--- src/rtl/id_control_unit.sv ---
// rtl/id_control_unit.sv - MIPS32 ID-stage main control decoder and ID/EX control register
module id_control_unit #(
    parameter bit ENABLE_ADDI = 1'b1
) (
    input  logic        Clk,
    input  logic        Reset,
    input  logic [31:0] Instruction_ID,
    input  logic        Valid_ID,
    input  logic        Stall_ID,
    input  logic        Flush_ID,
    output logic        RegDst_EX,
    output logic        ALUSrc_EX,
    output logic        MemtoReg_EX,
    output logic        RegWrite_EX,
    output logic        MemRead_EX,
    output logic        MemWrite_EX,
    output logic        Branch_EX,
    output logic [1:0]  ALUOp_EX,
    output logic [31:0] Sign_Extend_Instruction_EX,
    output logic        Valid_EX,
    output logic        Illegal_Opcode_EX
);

    // Control word order: RegDst ALUSrc MemtoReg RegWrite MemRead MemWrite Branch ALUOp[1:0]
    logic [8:0]  ctrl_id;
    logic        known_id;
    logic [8:0]  ctrl_ex;
    logic [31:0] imm_ex;
    logic        valid_ex;
    logic        illegal_ex;

    always_comb begin
        ctrl_id  = 9'b0;
        known_id = 1'b1;
        case (Instruction_ID[31:26])
            6'b000000: ctrl_id = 9'b1001000_10;
            6'b100011: ctrl_id = 9'b0111100_00;
            6'b101011: ctrl_id = 9'b0100010_00;
            6'b000100: ctrl_id = 9'b0000001_01;
            6'b001000: begin
                if (ENABLE_ADDI) ctrl_id = 9'b0101000_00;
                else             known_id = 1'b0;
            end
            default:   known_id = 1'b0;
        endcase
    end

    always_ff @(posedge Clk) begin
        if (Reset || Flush_ID) begin
            ctrl_ex    <= 9'b0;
            imm_ex     <= 32'b0;
            valid_ex   <= 1'b0;
            illegal_ex <= 1'b0;
        end else if (Stall_ID) begin
            ctrl_ex    <= ctrl_ex;
            imm_ex     <= imm_ex;
            valid_ex   <= valid_ex;
            illegal_ex <= illegal_ex;
        end else if (!Valid_ID) begin
            ctrl_ex    <= 9'b0;
            imm_ex     <= 32'b0;
            valid_ex   <= 1'b0;
            illegal_ex <= 1'b0;
        end else if (Instruction_ID == 32'h0) begin
            // nop occupies the slot but drives no control
            ctrl_ex    <= 9'b0;
            imm_ex     <= 32'b0;
            valid_ex   <= 1'b1;
            illegal_ex <= 1'b0;
        end else if (!known_id) begin
            ctrl_ex    <= 9'b0;
            imm_ex     <= 32'b0;
            valid_ex   <= 1'b0;
            illegal_ex <= 1'b1;
        end else begin
            ctrl_ex    <= ctrl_id;
            imm_ex     <= {{16{Instruction_ID[15]}}, Instruction_ID[15:0]};
            valid_ex   <= 1'b1;
            illegal_ex <= 1'b0;
        end
    end

    assign RegDst_EX                  = ctrl_ex[8];
    assign ALUSrc_EX                  = ctrl_ex[7];
    assign MemtoReg_EX                = ctrl_ex[6];
    assign RegWrite_EX                = ctrl_ex[5];
    assign MemRead_EX                 = ctrl_ex[4];
    assign MemWrite_EX                = ctrl_ex[3];
    assign Branch_EX                  = ctrl_ex[2];
    assign ALUOp_EX                   = ctrl_ex[1:0];
    assign Sign_Extend_Instruction_EX = imm_ex;
    assign Valid_EX                   = valid_ex;
    assign Illegal_Opcode_EX          = illegal_ex;

endmodule

--- config.mk ---
export PLATFORM = sky130hd
export DESIGN_NAME = id_control_unit
export DESIGN_NICKNAME = d
export VERILOG_FILES = /design/src/rtl/id_control_unit.sv
export SDC_FILE = /design/constraint.sdc
export NUM_CORES = 1
export LEC_CHECK = 0
export BUFFER_PORTS_ARGS = -buffer_cell sky130_fd_sc_hd__buf_2
export CAP_MARGIN = 20
export CORE_MARGIN = 8
export CORE_UTILIZATION = 42
export DETAILED_ROUTE_END_ITERATION = 8
export PLACE_DENSITY = 0.83
export SYNTH_ARGS = -nofsm -noshare
export SYNTH_HDL_FRONTEND = slang
export SYNTH_SLANG_ARGS = --single-unit
--- constraint.sdc ---
create_clock -name Clk -period 4 [get_ports Clk]
set_input_delay 0 -clock Clk [delete_from_list [all_inputs] [get_ports Clk]]
set_output_delay 0 -clock Clk [all_outputs]
set_load 0.01 [all_outputs]
==> flow_summary_export.csv, run 1 <==
group,metric,value,unit
cells_and_area,final_nets,223,
logic_synthesis,yosysTopAreaCell,"dfxtp_1",
clocking,htreeDepth,1,
floorplanning,std_cell_rows,18,
sta,grt_setup_unrepaired,"false",
sta,slew_viol_final,0,
pwr,ir_drop,240,uV
critical_path,cp_num_buf_inv,2,
cells_and_area,regArea,480,um^2
cells_and_area,fill_cells,205,
sta,finClkSkew,0,ps
logic_synthesis,synth_area_leaders,"dfxtp_1 44%, a22o_2 15%, buf_4 13%",
detailed_routing,drt_iter0_drc,20,
detailed_routing,drc_errors,0,
placed_design,dpl.hpwl,2630,um
clocking,clkLatencyLatePin,300,ps
sta,relSlewSlack,0.538,
critical_path,worstPathArrival,1960,ps
clocking,cts.sinks,24,
detailed_routing,wl_per_cell,16.4,um
pwr,p_leak,0.838,nW
logic_synthesis,syn_nets,143,
min_path,hold_class,"input port to flop",
placed_design,io_buffers,79,
detailed_routing,dr_total_vias,1089,
logic_synthesis,synth.avg_cell_area,10.2,um^2
grt,grt_start_max_net_pins,19,
critical_path,crit_family,"simple AND/OR/NAND/NOR gates",
critical_path,path_cells,"dlygate4sd3_1, buf_2, or4b_4, nor3_4, a22o_2",
cells_and_area,syn2layout_area_growth,46.4,%
logic_synthesis,ys_ff_latch,24,
run_status,outcome,"finished clean",
clocking,cts_resized,0,
clocking,root_buffer,"clkbuf_4",
sta,setup_tns,0,ps
pwr,power,0.000467,W
logic_synthesis,synth_area,1080,um^2
floorplanning,die_h,66.8,um
sta,fin_crit_sh,0.424,
clocking,cts_buffer_depth,2,
floorplanning,chipWidth,66.8,um
clocking,cts_made_buffers,3,
logic_synthesis,yosysWarnings,0,
floorplanning,core_area,2450,um^2
grt,grt_pass1_wl,5290,um
logic_synthesis,synth_top_area_share,0.444,
clocking,cts_tree,"built",
cells_and_area,drive_gt1_frac,0.568,
critical_path,start_kind,"input port",
logic_synthesis,ys_top_cells_by_count,"24 x dfxtp_1, 19 x buf_4, 16 x a22o_2, 6 x nor2_1, 6 x nor4_1",
grt,overflow,0,
cells_and_area,stdcell_count,216,
detailed_routing,postRouteAntennaNets,0,
logic_synthesis,ys.flop_type,"dfxtp_1",
pwr,power_density,295,nW/um^2
logic_synthesis,synth_edf_count,0,
clocking,path_clk_slew,130,ps
critical_path,path_class,"input port to flop",
sta,min_period,1700,ps
sta,setup_viol,0,
grt,grtUsageTotal,0.151,
critical_path,max_stage_delay,540,ps
detailed_routing,dr.pass1.iters,4,
floorplanning,dieArea,4460,um^2
critical_path,required,4260,ps
floorplanning,start_util,0.441,
sta,max_freq,590,MHz
logic_synthesis,synthCells,106,
grt,antenna_found_initial,0,
grt,grt_pass1_vias,1130,
detailed_routing,via_per_inst,5.04,
logic_synthesis,ys_types,28,
logic_synthesis,synth_seq_area_share,0.444,
placed_design,place_inst,192,
logic_synthesis,synth.most_common_cell,"dfxtp_1",
sta,tightest_slew,683,ps
cells_and_area,multi_input_area,417,um^2
floorplanning,ioPinCount,80,
job,drv_cap,0,
logic_synthesis,async_reset_ff_frac,0,
placed_design,routabilityCongestion,0.820,
critical_path,slowest_stage,"dlygate4sd3_1",
sta,hold_viol_final,0,
critical_path,crit_fanout,17,
critical_path,end_kind,"flop",
detailed_routing,drt-total-wl,3540,um
[per-layer routing]
| layer | GRT usage | routed length (um) | share of wire |
|---|---|---|---|
| met1 | 0.155 | 1290 | 0.36 |
| met2 | 0.266 | 1890 | 0.53 |
| met3 | 0.0554 | 330 | 0.093 |
| met4 | 0.0640 | 28 | 0.0079 |
| met5 | 0 | 0 | 0 |
[where the power goes]
| group | leakage, nW | internal [W] | switching, W |
|---|---|---|---|
| Sequential | 0.193 | 0.000240 | 0.000000587 |
| Clock | 0.0279 | 0.000101 | 0.0000712 |
| Combinational | 0.617 | 0.0000301 | 0.0000238 |
| Total | 0.838 | 0.000371 | 0.0000955 |
[per-stage QoR]
| stage | util | hold WS (ps) | setup slack [ps] | cell area (um^2) |
|---|---|---|---|---|
| CTS | 0.641 | 27.3 | 2340 | 1570 |
| global placement | 0.546 | 236 | 2410 | 1340 |
| global route | 0.644 | 42.7 | 2310 | 1580 |
| floorplan | - | 138 | 2730 | 1080 |
| detailed placement | 0.546 | 243 | 2340 | 1340 |
| finish | 0.645 | 43.7 | 2300 | 1580 |
[sequential cells by signal, indices dropped and copies added (netlist names)]
name                        cells
ctrl_ex                         6
Sign_Extend_Instruction_EX     16
Valid_EX                        1
Illegal_Opcode_EX               1
[kinds of logic after synthesis]
logic type,after synthesis,synth area share
AOI/OAI and AO/OA,27,0.222
and+or+nand+nor,28,0.153
muxes,1,0.0104
buffers and inverters,26,0.171
DFF,24,0.444
[final cells by class]
class,instances,share of cell area
timing repair buffer,98,0.368
sequential,24,0.303
multi-input combinational,56,0.263
tap,30,0.0237
clock inverter,1,0.0190
clock buffer,3,0.0142
inverter,3,0.00711
antenna,1,0.00158
[tightest hold or removal path, cell delays in order]
cell and delay, ps:
buf_2 160, nand2_1 70, o22ai_1 80
[worst paths after layout]
| path | startpoint | to | slack [ps] | cells past startpoint |
|---|---|---|---|---|
| hold / removal | Stall_ID | Illegal_Opcode_EX | 40 | 3 |
| hold reg to reg | ctrl_ex[1] | ctrl_ex[1] | 480 | 2 |
| setup reg to reg | ctrl_ex[2] | ctrl_ex[2] | 2850 | 3 |
| setup / recovery | Valid_ID | Sign_Extend_Instruction_EX[1] | 2300 | 5 |
[layout by cell type, fill, tap and decap left out, drive strengths merged, types with 2 or more instances in the layout]
cell type    count
a21o             2
a22o            16
a22oi            3
a32oi            2
buf             80
clkbuf           3
dfxtp           24
dlygate4sd3     18
inv              3
nand2            5
nand4            2
nor2             6
nor3             3
nor4             6
[what timing repair did]
item | CTS | global route
hold buffers | 18 | 0
buffers inserted | 0 | 0
hold endpoints to repair | 17 | 0
No activity file was read; power rests on OpenSTA's default activity.
==> run 2, diff against run 1 <==
Settings changed: CORE_UTILIZATION 42 to 39, PLACE_DENSITY 0.83 to 0.78.
Clock period 4 ns to 1.6 ns, I/O delays scaled along.
==> run 2 against run 1 <==
- clock skew is the same
- via count down 0.73%
- worst hold slack worse by 20 ps
- utilization fell by 6.4 points
- total power up 110%
- sequential cell count stayed put
- critical path type unchanged
- cell count fell by 0.46%
- setup slack worse by 2300 ps
- sequential share of layout area up 0.46 points
- clock-buffer cell count unchanged
- first-iteration DRC count shrank 25%
- critical path depth is 1 higher
==> flow_summary_export.csv, run 2 (synthesis gave the netlist of run 1 again) <==
group,metric,value,unit
detailed_routing,drt-total-wl,3320,um
detailed_routing,dr_total_vias,1081,
cells_and_area,antenna_cells,0,
clocking,post-cts-setup-buffers,0,
pwr,power_density,628,nW/um^2
critical_path,start_kind,"input port",
sta,grt_setup_unrepaired,"false",
min_path,hold_class,"input port to flop",
cells_and_area,fill_cells,252,
clocking,cts_made_buffers,3,
floorplanning,std_cell_rows,19,
sta,max_freq,645,MHz
clocking,clkLatencyLatePin,300,ps
clocking,cts.sinks,24,
critical_path,required,1840,ps
cells_and_area,largest_register_ffs,16,
cells_and_area,final_cell_mix,"79 x buf_2, 24 x dfxtp_1, 17 x dlygate4sd3_1",
clocking,cts_buffer_depth,2,
sta,fin_crit_sh,0.969,
pwr,ir_drop,470,uV
sta,relSlewSlack,0.686,
sta,setup_viol,0,
sta,hold_viol_final,0,
grt,grt_start_max_net_pins,19,
sta,min_period,1550,ps
critical_path,worstPathArrival,1790,ps
placed_design,pre_cts_ws,254,ps
placed_design,place_inst,195,
placed_design,io_buffers,79,
cells_and_area,stdcell_count,215,
clocking,cts_tree,"built",
detailed_routing,drt_iter0_drc,15,
clocking,path_clk_slew,120,ps
placed_design,routabilityCongestion,0.818,
critical_path,end_kind,"flop",
critical_path,crit_fanout,17,
detailed_routing,dr.pass1.iters,4,
detailed_routing,via_per_inst,5.03,
clocking,htreeDepth,1,
pwr,p_leak,0.825,nW
grt,overflow,0,
cells_and_area,layout_commonest_cell,"buf_2",
detailed_routing,drc_errors,0,
placed_design,dpl.hpwl,2610,um
sta,layout_setup_ws,50.1,ps
job,drv_cap,0,
floorplanning,chipWidth,68.7,um
floorplanning,dieArea,4720,um^2
detailed_routing,postRouteAntennaNets,0,
grt,grt_pass1_wl,4890,um
grt,grtUsageTotal,0.137,
sta,tightest_slew,470,ps
sta,setup_tns,0,ps
floorplanning,core_area,2690,um^2
clocking,root_buffer,"clkbuf_4",
sta,slew_viol_final,0,
run_status,outcome,"finished clean",
grt,antenna_found_initial,0,
floorplanning,die_h,68.7,um
floorplanning,ioPinCount,80,
detailed_routing,wl_per_cell,15.4,um
critical_path,path_class,"input port to flop",
cells_and_area,syn2layout_area_growth,44.2,%
cells_and_area,drive_gt1_frac,0.576,
floorplanning,start_util,0.403,
cells_and_area,final_nets,223,
sta,finClkSkew,0,ps
cells_and_area,fin_area,1560,um^2
placed_design,dpl_cell_area,1360,um^2
grt,grt_pass1_vias,1118,
-- run 2: path summary, 6_finish.rpt --
check / from / to / slack (ps) / depth (start not counted)
max: Stall_ID / Sign_Extend_Instruction_EX[7] / 50 / 6
min: Valid_ID / ctrl_ex[2] / 20 / 3
max reg2reg: Sign_Extend_Instruction_EX[30] / Sign_Extend_Instruction_EX[30] / 810 / 1
min reg2reg: ctrl_ex[1] / ctrl_ex[1] / 480 / 2
-- run 2: final cells by class --
class / count / area (um^2) / area share
Clock buffer: 3 / 22.5 / 0.0144
Inverter: 3 / 11.3 / 0.00722
Multi-Input combinational cell: 56 / 423 / 0.271
Sequential cell: 24 / 480 / 0.308
Tap cell: 31 / 38.8 / 0.0249
Timing Repair Buffer: 98 / 584 / 0.374
-- run 2: report_power, final --
part / switching [W] / leakage (nW) / internal (W)
clock network: 0.000158 / 0.0138 / 0.0000875
registers: 0.00000136 / 0.193 / 0.000600
logic: 0.0000582 / 0.618 / 0.0000758
total: 0.000218 / 0.825 / 0.000763
-- run 2: through the flow --
stage	util	hold slack [ps]	power [W]
2_1_floorplan	-	138	0.000652
4_1_cts	0.577	13.9	0.000986
3_3_place_gp	0.505	236	0.000709
6_report	0.581	23.3	0.000981
5_1_grt	0.581	13.5	0.00103
3_5_place_dp	0.505	243	0.000714
-- run 2: worst max-delay path: stages --
cell and delay, ps:
dlygate4sd3_1 530, buf_2 180, or4b_4 590, nor3_4 140
buf_6 190, a22o_2 170
-- run 2: timing repair --
item                                    CTS  global route
hold buffers                             17             0
hold endpoints to repair                 17             0
endpoints found under the setup margin    0             3
resized for setup                         0             2
-- run 2: metal layers --
metal,vias to the layer above,share of wire,GRT usage
li1,533,-,-
met3,4,0.11,0.0501
met4,0,0.010,0.0537
met5,-,0,0
met2,57,0.52,0.254
met1,487,0.35,0.134
==> run 3, diff against run 2 <==
Settings changed: ABC_AREA set to 1, CORE_UTILIZATION 39 to 43, GPL_TIMING_DRIVEN set to 0, PLACE_DENSITY 0.78 to 0.79.
==> run 3 against run 2 <==
- total power up 2.8%
- fmax rose by 22%
- clock-buffer cell count did not move
- register-to-register slack lost 170 ps
- routed wire length increased by 12%
- via count rose by 33%
- critical path depth decreased by 4
- worst hold slack gained 2.5 ps
- largest cell class is now multi-input combinational cells
==> flow_summary_export.csv, run 3 <==
group,metric,value,unit
logic_synthesis,synth_adder_area_share,0,
critical_path,crit_family,"flip-flops",
detailed_routing,dr_total_vias,1439,
grt,grt_pass1_wl,6130,um
critical_path,end_kind,"primary output",
floorplanning,die_h,72.0,um
run_status,outcome,"finished clean",
logic_synthesis,synth_area_leaders,"dfxtp_1 36%, nand2_1 15%, buf_4 12%",
sta,tightest_slew,503,ps
grt,grt_start_max_net_pins,19,
clocking,root_buffer,"clkbuf_4",
placed_design,dpl_cell_area,1790,um^2
logic_synthesis,synthCells,192,
detailed_routing,dr.pass1.iters,4,
floorplanning,core_area,3030,um^2
logic_synthesis,ys_ff_latch,24,
cells_and_area,fin_area,1830,um^2
clocking,cts_tree,"built",
logic_synthesis,synth_top_family_by_area,"simple AND/OR/NAND/NOR gates",
detailed_routing,drt_iter0_drc,45,
detailed_routing,drc_errors,0,
detailed_routing,wl_per_cell,11.7,um
sta,max_freq,786,MHz
sta,fin_crit_sh,0.795,
critical_path,timing.rr.start,"Sign_Extend_Instruction_EX[30]",
grt,overflow,0,
logic_synthesis,synth_top_area_share,0.357,
clocking,path_clk_slew,130,ps
grt,grt_pass1_vias,1427,
sta,setup_viol,0,
clocking,cts_buffer_depth,2,
critical_path,path_depth,2,
clocking,cts.sinks,24,
logic_synthesis,ys.flop_type,"dfxtp_1",
min_path,hold_start,"Instruction_ID[8]",
pwr,power,0.00101,W
pwr,p_leak,1.01,nW
logic_synthesis,yosysWarnings,0,
cells_and_area,antenna_cells,0,
logic_synthesis,synth.most_common_cell,"nand2_1",
critical_path,slowest_stage,"dfxtp_1",
min_path,min_path_cells,4,
critical_path,r2r_cells,2,
cells_and_area,layout_commonest_cell,"buf_2",
cells_and_area,final_nets,313,
critical_path,max_stage_delay,660,ps
logic_synthesis,synthSimpleGateAreaFrac,0.270,
detailed_routing,via_per_inst,4.53,
logic_synthesis,ys_top_cells_by_count,"54 x nand2_1, 24 x dfxtp_1, 22 x a21oi_1, 21 x buf_4, 21 x nor2_1",
logic_synthesis,synth_mux_area_frac,0,
logic_synthesis,synth-xor-area-share,0,
min_path,hold_end,"Sign_Extend_Instruction_EX[8]",
min_path,hold_class,"input port to flop",
critical_path,cp_num_buf_inv,2,
clocking,cts_resized,0,
placed_design,io_buffers,78,
logic_synthesis,synth_compound_area_frac,0.203,
sta,grt_setup_unrepaired,"false",
sta,min_period,1270,ps
logic_synthesis,synth.avg_cell_area,7.02,um^2
cells_and_area,largest_register_ffs,16,
detailed_routing,postRouteAntennaNets,0,
sta,hold_viol_final,0,
logic_synthesis,synth_edf_count,0,
critical_path,worstPathArrival,1270,ps
floorplanning,ioPinCount,80,
job,drv_cap,0,
critical_path,path_cells,"buf_4, buf_2",
cells_and_area,syn2layout_area_growth,35.5,%
logic_synthesis,async_reset_ff_frac,0,
critical_path,required,1600,ps
cells_and_area,drive_gt1_frac,0.434,
critical_path,rrSetupSlack,640,ps
critical_path,path_class,"flop to primary output",
critical_path,reg2reg_to,"Sign_Extend_Instruction_EX[30]",
logic_synthesis,ys_types,23,
clocking,clkLatencyLatePin,300,ps
floorplanning,start_util,0.445,
floorplanning,chipWidth,72.0,um
cells_and_area,final_cell_mix,"81 x buf_2, 54 x nand2_1, 24 x dfxtp_1",
floorplanning,std_cell_rows,20,
pwr,power_density,552,nW/um^2
critical_path,start_kind,"flop",
sta,setup_tns,0,ps
critical_path,crit_fanout,18,
clocking,htreeDepth,1,
placed_design,dpl.hpwl,3010,um
floorplanning,dieArea,5180,um^2
logic_synthesis,synth_area,1350,um^2
logic_synthesis,synth_seq_area_share,0.357,
placed_design,routabilityCongestion,0.777,
sta,finClkSkew,0,ps
grt,antenna_found_initial,0,
logic_synthesis,yosysTopAreaCell,"dfxtp_1",
sta,relSlewSlack,0.664,
pwr,ir_drop,270,uV
detailed_routing,drt-total-wl,3710,um
logic_synthesis,syn_nets,229,
clocking,cts_made_buffers,3,
sta,slew_viol_final,0,
grt,grtUsageTotal,0.146,
-- run 3: changes by cell type after synthesis, sizes merged, moves of 4 or more --
cell | previous run | this run
nand2 | 5 | 57
a21oi | 1 | 23
nor2 | 6 | 25
a22o | 16 | 0
o21bai | 0 | 14
nor4 | 6 | 0
clkbuf | 1 | 5
o21ai | 1 | 5
-- run 3: kinds of logic after synthesis --
logic type / after synthesis
AO/OA/AOI/OAI: 44
flip-flops: 24
AND/OR/NAND/NOR: 88
buffers and inverters: 36
-- run 3: final cells by class --
class / instances / area, um^2
fill: 307 / 1200
multi-input combinational: 132 / 638
sequential: 24 / 480
timing repair buffer: 79 / 400
buffer: 30 / 206
tap: 44 / 55.1
clock buffer: 3 / 22.5
inverter: 6 / 22.5
-- run 3: tightest hold or removal path: stages --
cell	delay (ps)
buf_2	100
nand2_1	50
o21bai_1	90
a21oi_1	50
-- run 3: what timing repair did --
item	in CTS	in global routing
setup buffers	0	0
hold buffers	1	0
endpoints found under the hold margin	1	0
-- run 3: through the flow --
stage / hold WS (ps) / std cells / utilization / worst slack, ps
finish: 25.8 / 318 / 0.603 / 328
global route: 29.2 / 318 / 0.603 / 218
CTS: 23.2 / 318 / 0.603 / 310
detailed placement: 331 / 314 / 0.592 / 469
global placement: 319 / 314 / 0.592 / 517
floorplan: 215 / 192 / - / 696
-- run 3: report_power, final --
part | switching (W) | internal (W) | total, W
combinational | 0.0000837 | 0.0000670 | 0.000151
clock | 0.000168 | 0.0000878 | 0.000256
sequential | 0.00000142 | 0.000600 | 0.000601
total | 0.000253 | 0.000755 | 0.00101
-- run 3: worst max path at each step --
stage / start / end / slack (ps)
floorplan: Sign_Extend_Instruction_EX[30] / Sign_Extend_Instruction_EX[30] / 700
global placement: Instruction_ID[28] / ctrl_ex[1] / 520
detailed placement: Instruction_ID[28] / ctrl_ex[1] / 470
CTS: Sign_Extend_Instruction_EX[30] / Sign_Extend_Instruction_EX[25] / 310
global route: Sign_Extend_Instruction_EX[30] / Sign_Extend_Instruction_EX[20] / 220
finish: Sign_Extend_Instruction_EX[30] / Sign_Extend_Instruction_EX[25] / 330
-- run 3: metal layers --
layer,vias to the layer above,GRT usage,wire (um)
li1,756,-,-
met1,611,0.160,1650
met2,68,0.242,1660
met3,4,0.0468,348
met4,0,0.0816,55
met5,-,0,0
